### src/rtl/prgrm_cnt_stk.sv
// Fetch-stage program counter with a return-address LIFO; single-cycle update, stall freezes all state.
// No valid/ready handshake: strobes are one-hot by contract and resolved by fixed priority.
`timescale 1ns/1ps

module prgrm_cnt_stk #(
  parameter  int ADDR_W    = 8,
  parameter  int STK_DEPTH = 8,
  localparam int DEPTH_W   = $clog2(STK_DEPTH + 1)
) (
  input  logic               clk,
  input  logic               reset,
  input  logic               stall,
  input  logic               incrmnt_pc,
  input  logic               ld_brnch_addr,
  input  logic               ld_rel_addr,
  input  logic               call,
  input  logic               rtn,
  input  logic               clr_err,
  input  logic [ADDR_W-1:0]  imm_addr,
  input  logic [ADDR_W-1:0]  rel_offset,
  output logic [ADDR_W-1:0]  pc,
  output logic [ADDR_W-1:0]  tos,
  output logic [DEPTH_W-1:0] stk_depth,
  output logic               stk_empty,
  output logic               stk_full,
  output logic               stk_ovf,
  output logic               stk_unf
);

  localparam int IDX_W = (STK_DEPTH > 1) ? $clog2(STK_DEPTH) : 1;

  logic [ADDR_W-1:0]  stk_mem [STK_DEPTH];
  logic [ADDR_W-1:0]  pc_inc;
  logic [ADDR_W-1:0]  pc_nxt;
  logic [DEPTH_W-1:0] depth_nxt;
  logic [DEPTH_W-1:0] depth_m1;
  logic [IDX_W-1:0]   push_idx;
  logic [IDX_W-1:0]   top_idx;
  logic               ovf_nxt;
  logic               unf_nxt;
  logic               push;

  assign pc_inc    = pc + ADDR_W'(1);
  assign depth_m1  = stk_depth - DEPTH_W'(1);
  assign top_idx   = depth_m1[IDX_W-1:0];
  assign push_idx  = stk_depth[IDX_W-1:0];
  assign stk_empty = (stk_depth == '0);
  assign stk_full  = (stk_depth == DEPTH_W'(STK_DEPTH));
  assign tos       = stk_empty ? '0 : stk_mem[top_idx];

  // Error flags clear first so a same-cycle overflow/underflow event overrides clr_err.
  always_comb begin
    pc_nxt    = pc;
    depth_nxt = stk_depth;
    ovf_nxt   = stk_ovf;
    unf_nxt   = stk_unf;
    push      = 1'b0;
    if (!stall) begin
      if (clr_err) begin
        ovf_nxt = 1'b0;
        unf_nxt = 1'b0;
      end
      if (rtn) begin
        if (stk_empty) begin
          unf_nxt = 1'b1;
        end else begin
          pc_nxt    = stk_mem[top_idx];
          depth_nxt = depth_m1;
        end
      end else if (call) begin
        if (stk_full) begin
          ovf_nxt = 1'b1;
        end else begin
          push      = 1'b1;
          pc_nxt    = imm_addr;
          depth_nxt = stk_depth + DEPTH_W'(1);
        end
      end else if (ld_brnch_addr) begin
        pc_nxt = imm_addr;
      end else if (ld_rel_addr) begin
        pc_nxt = pc + rel_offset;
      end else if (incrmnt_pc) begin
        pc_nxt = pc_inc;
      end
    end
  end

  always_ff @(posedge clk or posedge reset) begin
    if (reset) begin
      pc        <= '0;
      stk_depth <= '0;
      stk_ovf   <= 1'b0;
      stk_unf   <= 1'b0;
      for (int i = 0; i < STK_DEPTH; i++) stk_mem[i] <= '0;
    end else begin
      pc        <= pc_nxt;
      stk_depth <= depth_nxt;
      stk_ovf   <= ovf_nxt;
      stk_unf   <= unf_nxt;
      if (push) stk_mem[push_idx] <= pc_inc;
    end
  end

endmodule

### config.mk
export PLATFORM = sky130hd
export DESIGN_NAME = prgrm_cnt_stk
export DESIGN_NICKNAME = d
export VERILOG_FILES = /design/src/rtl/prgrm_cnt_stk.sv
export SDC_FILE = /design/constraint.sdc
export NUM_CORES = 1
export LEC_CHECK = 0
export CORE_ASPECT_RATIO = 0.8
export CORE_MARGIN = 2
export CORE_UTILIZATION = 35
export CTS_BUF_LIST = sky130_fd_sc_hd__clkbuf_4
export DETAILED_ROUTE_END_ITERATION = 10
export SLEW_MARGIN = 25
export SYNTH_ARGS = -nofsm -noshare
export SYNTH_HDL_FRONTEND = slang
export SYNTH_SLANG_ARGS = --single-unit
### constraint.sdc
create_clock -name clk -period 3.5 [get_ports clk]
set_input_delay 0.35 -clock clk [delete_from_list [all_inputs] [get_ports clk]]
set_output_delay 0.35 -clock clk [all_outputs]
set_load 0.01 [all_outputs]
### Word-level counts from Yosys, hierarchy flattened

Index checks and enable logic that the tools add are counted.

* output and inout port bits: 24
* register bits: 78

* reduce and logical (&&, ||, !) cells: 6
* add/sub/neg operators: 4
* equal/unequal tests: 4
* bitwise gates (word level): 3
* order comparisons: 3
* mux-type cells: 29

Operators with widths (count)
* $mux 8: 11
* $bwmux 64: 1
* $bmux 8 s3: 1
* $demux 8 s3: 1
* $mux 4: 4
* $mux 1: 11
* $add 8x1->8 const B: 1
* $add 8x8->8: 1
* $ge 4x4->1 const B: 2
* $not 3->4: 2
* $reduce_and 4->1: 2
* $reduce_bool 5->1: 1
* $add 4x1->4 const B: 1
* $eq 4x4->1 const B: 1
* $logic_not 4->1: 1
* $lt 4x1->1 const B: 1
* $ne 2x2->1 const B: 2
* $sub 4x1->4 const B: 1
* $ne 3x3->1 const B: 1
* $reduce_bool 2->1: 1
* $logic_and 1x1->1: 1
* $not 1->1: 1

### Longest topological paths before layout

* word-level depth: 7
* depth in mapped cells: 10
* depth with buffers taken out: 8

### Least setup slack after synthesis

No wires, ideal clock.

* path kind: reg-to-output
* from: register stk_depth[0]
* to: output tos[5]
* setup slack: 0.839 ns
* stages on the path, launching flop included: 9
* arrival: 2.311 ns
* cell sequence: dfrtp_1 > buf_4 > inv_1 > ha_1 > buf_2 > buf_2 > mux4_2 > mux2_2 > nor2b_1

* longest elaborated chain between the ends: 6
* elaborated cells on any way between the ends: 7
* those cells by class: 1 x add/sub; 4 x mux; 1 x bitwise; 1 x reduce/logical

Ends and longest elaborated chain
* from (decl): RTL line 23 `output logic [DEPTH_W-1:0] stk_depth,`
* from (signal assigned): RTL line 97 `stk_depth <= depth_nxt;`
* $sub 4x1->4: RTL line 44 `assign depth_m1 = stk_depth - DEPTH_W'(1);`
* net depth_m1[0]: RTL line 36 `logic [DEPTH_W-1:0] depth_m1;`
* $not 3->4 (implied by the code): RTL line 49 `assign tos = stk_empty ? '0 : stk_mem[top_idx];`
* $bmux 8 s3: RTL line 49
* $mux 8 (implied by the code) (2 in a row): RTL line 49
* $mux 8: RTL line 49
* to (decl): RTL line 22 `output logic [ADDR_W-1:0] tos,`

The timed path passes the listed nets, and every way through them passes these cells. The select of a mux whose other input is x is not followed.

### Worst setup path in the final report

* from: register stk_depth[1]
* to: output tos[1]

* longest elaborated chain between the ends: 6
* elaborated cells on any way between the ends: 7
* those cells by class: 1 x add/sub; 4 x mux; 1 x bitwise; 1 x reduce/logical

Ends and longest elaborated chain (RTL line)
* $sub 4x1->4: 44
* $not 3->4 (implied by the code): 49
* $bmux 8 s3: 49
* $mux 8 (implied by the code) (2 in a row): 49
* $mux 8 *: 49

Mark *: on every way between the ends. The rest lies on a longest branch, timed or not. The select of a mux whose other input is x is not followed.

==> results.txt <==
The run finished with clean final reports. The data required time of the critical path is between 3 and 4 ns. The category of the worst setup path capture point is an output pin. After synthesis, the cell types taking the most area are sky130_fd_sc_hd__dfrtp_1, sky130_fd_sc_hd__mux4_2, sky130_fd_sc_hd__o21ai_0. In this run the horizontal extent of the chip is 126.5 um. The number of global-route vias before repair came out at approximately 3300. The clock tree buffer depth is 2. The simple-gate share of the synthesized area is 0.1554. The clock sink count came out at slightly below 80. After layout, the minimum clock period comes to 3.314 ns. By instance count, the leading cell after synthesis is sky130_fd_sc_hd__dfrtp_1.

The fraction of synthesized cell area taken by the top area cell type is 0.4644. The synthesized area divided by synthesized cell count came out at 10.05 um2. Counting flops with a built-in enable in the synthesized netlist gives 0.

Pin placement for this block handled 49 I/O pins. Yosys mapped the design onto between 50 and 60 distinct sky130hd cell types. The setup-violating endpoint count in the final report is 0. The maximum clock frequency is 301.8 MHz. The worst setup path is of the register to output pin kind. The Yosys step of the flow raised 0 warnings. The slack of the critical path came out at between 0.15 and 0.2 ns.

Timing analysis after detailed placement gives a worst setup slack of 0.4241 ns. The share of flip-flops with an asynchronous set or reset is 1.000. The number of DRC markers after the initial detailed-route iteration came out at 291.

The number of nets in the layout is 499. The compound-cell area share of the yosys netlist is 0.1471. The final weighted congestion of routability-driven global placement is ~0.89.

The net count of the mapped netlist came out at 454. For the pin with the worst max-slew slack, the measured transition is 0.8138 ns. The maximum vdd drop is 0.4368 mV. Among all flip-flop cells after synthesis, the most frequent one is sky130_fd_sc_hd__dfrtp_1. The placeable core region is 0.01160 mm2. The die outline height is 102.0 um. Counting instances in the post-synthesis netlist gives the leading cell types as sky130_fd_sc_hd__dfrtp_1, sky130_fd_sc_hd__nand2_1, sky130_fd_sc_hd__o21ai_0. TritonCTS built the clock tree. The max-capacitance violation count is 0. The number of antenna violations at the first check in global routing is 0. The initial core utilization is 0.3622. After floorplanning, the core was divided into 35 placement rows.

The number of endpoints with negative hold slack in the final report is 0. Entering global routing, the biggest net connects 35 pins. By area, the combinational part of the netlist is dominated by simple AND/OR/NAND/NOR gates. Detailed placement ended at an HPWL of 7814 um.

The max-slew headroom at the worst pin is 0.4536. The global routing usage summed across all routing layers is 0.1787. The parity-gate share of the synthesized area counting xor and xnor cells is 0.02263. The largest area contributor in the netlist is sky130_fd_sc_hd__dfrtp_1. The H-tree level count came out at 3. The total leakage power came out at 2.147 nW. The clock-pin slew of the registers on the worst-case setup and hold paths came out at 0.13 ns. The final wirelength came out at 10990 um. The worst-skew pair later-pin latency came out at 0.45 ns. Dividing the final minimum period by the clock period gives 0.9467. For this block, the via count after detailed routing is 3318. The number of vias per cell after detailed routing is 5.395. After global routing the overflow that remains totals 0.

The area growth from synthesis to layout came out at 18.25%. The fraction of layout instances using a drive strength above 1 is 0.1349. The root buffer cell chosen for the clock tree is sky130_fd_sc_hd__clkbuf_4. The mapped cell area came out at 0.004203 mm2. The total of buffers placed on input and output ports came out at 48.

The class of the most critical hold timing path is primary input to async pin. Buffers inserted to repair hold after CTS numbered 0. The worst setup path is launched from a register. The gate count after technology mapping came out at 418. The detailed-route wire length per cell is ~18 um. Setup repair after global routing left no endpoint under its margin. The largest fanout of any net on the critical path is 8. In the routed design, unresolved DRC markers number 0.

The accumulated negative setup slack came out at 0 ns. The floorplan die area came out at 0.01291 mm2. The wire length of the first global-routing pass came out at between 15000 and 20000 um.

The sequential cell area fraction in the yosys report came out at 0.4644. For the worst setup path, the data arrival time is 2.96 ns. The multiplexer share of the synthesized area came out at 0.1402. The count of antenna-violating nets left after detailed routing came out at 0.

The antenna diode count came out at 0. The first detailed-routing pass ran for 4 iterations. The adder and majority gate portion of the synthesized area came out at 0.03453. Buffers inserted during clock tree synthesis total 9.

Synthesis inferred 78 register bits. Across the routed clock network, the largest skew measured is 0.02368 ns. The number of max-slew violations in the final report came out at 0. The power density over the cells is 959.1 mW/mm2.
[critical path, cell delays in order, from the launching register on]
cell and delay [ns]:
sky130_fd_sc_hd__dfrtp_1 0.50, sky130_fd_sc_hd__inv_1 0.15, sky130_fd_sc_hd__ha_4 0.39, sky130_fd_sc_hd__buf_4 0.18, sky130_fd_sc_hd__mux4_2 0.49, sky130_fd_sc_hd__mux2i_1 0.24, sky130_fd_sc_hd__nor2_1 0.06, sky130_fd_sc_hd__clkdlybuf4s50_1 0.49
[placed cells by master (no fill, tap or decap), types with 5 or more instances in the layout]
cell,count
sky130_fd_sc_hd__dfrtp_1,78
sky130_fd_sc_hd__xnor2_1,6
sky130_fd_sc_hd__nor3b_1,5
sky130_fd_sc_hd__mux2i_1,6
sky130_fd_sc_hd__clkbuf_4,10
sky130_fd_sc_hd__nor2b_1,5
sky130_fd_sc_hd__nor2_1,33
sky130_fd_sc_hd__inv_1,9
sky130_fd_sc_hd__o21ai_0,58
sky130_fd_sc_hd__ha_1,9
sky130_fd_sc_hd__mux4_2,16
sky130_fd_sc_hd__nand2b_1,7
sky130_fd_sc_hd__buf_4,10
sky130_fd_sc_hd__mux2_2,15
sky130_fd_sc_hd__nand2_1,68
sky130_fd_sc_hd__a21oi_1,16
sky130_fd_sc_hd__clkdlybuf4s50_1,48
sky130_fd_sc_hd__nand3_1,6
[state kept, by name, indices dropped and copies added (netlist names)]
register,flops
stk_depth,4
pc,8
stk_unf,1
stk_ovf,1
stk_mem,64
[power by group]
group | switching [mW] | total, mW | internal (mW) | leakage (nW)
clock network | 0.311 | 0.529 | 0.217 | 0.0697
registers | 0.324 | 1.62 | 1.29 | 0.996
logic | 1.28 | 2.62 | 1.34 | 1.08
total | 1.92 | 4.77 | 2.85 | 2.15
[metrics by stage]
stage | power, mW | cells | utilization | hold slack (ns) | instance area (um2)
final | 4.767 | 615 | 0.4282 | 0.3309 | 4970
after global routing | 5.162 | 615 | 0.4282 | 0.3740 | 4970
after CTS | 4.777 | 615 | 0.4274 | 0.3449 | 4960
after detailed placement | 4.230 | 600 | 0.4163 | 0.4655 | 4831
after global placement | 4.162 | 600 | 0.4163 | 0.4578 | 4831
after floorplan | 3.247 | 418 | - | 0.4446 | 4203
[layer usage]
metal	vias to the layer above	GRT usage	routed length, um
li1	1578	-	-
met1	1634	0.2625	5516
met2	92	0.2526	4614
met3	14	0.05707	722
met4	0	0.05325	132
met5	-	0	0
[logic make-up after synthesis]
| group | count (synthesis) |
|---|---|
| and+or+nand+nor | 143 |
| AOI/OAI and AO/OA | 105 |
| DFF | 78 |
| muxes | 37 |
| buffers and inverters | 34 |
| adders and majority gates | 11 |
| xor gates and xnor gates | 10 |
[layout make-up]
cell class / count / area (um2)
clock inverter: 5 / 51.30
timing repair buffer: 58 / 555.5
inverter: 10 / 37.54
clock buffer: 10 / 75.07
sequential: 78 / 1952
tap: 148 / 185.2
multi-input combinational: 306 / 2113
fill: 1109 / 6635
[what timing repair did]
action / in CTS / in global routing
gates resized for setup: 1 / 1
buffers inserted: 0 / 0
setup endpoints to repair: 6 / 5
[path summary, 6_finish.rpt]
kind                               from      endpoint  slack, ns  cells past startpoint
setup / recovery           stk_depth[1]        tos[1]       0.19                      7
hold / removal                    reset  stk_depth[3]       0.33                      2
setup reg to reg           stk_depth[1]         pc[2]       1.01                      8
hold reg to reg             stk_mem[28]   stk_mem[28]       0.49                      2
max in group asynchronous         reset   stk_mem[57]       2.35                      3
min in group clk            stk_mem[28]   stk_mem[28]       0.49                      2
(Power assumes the default switching activity.)
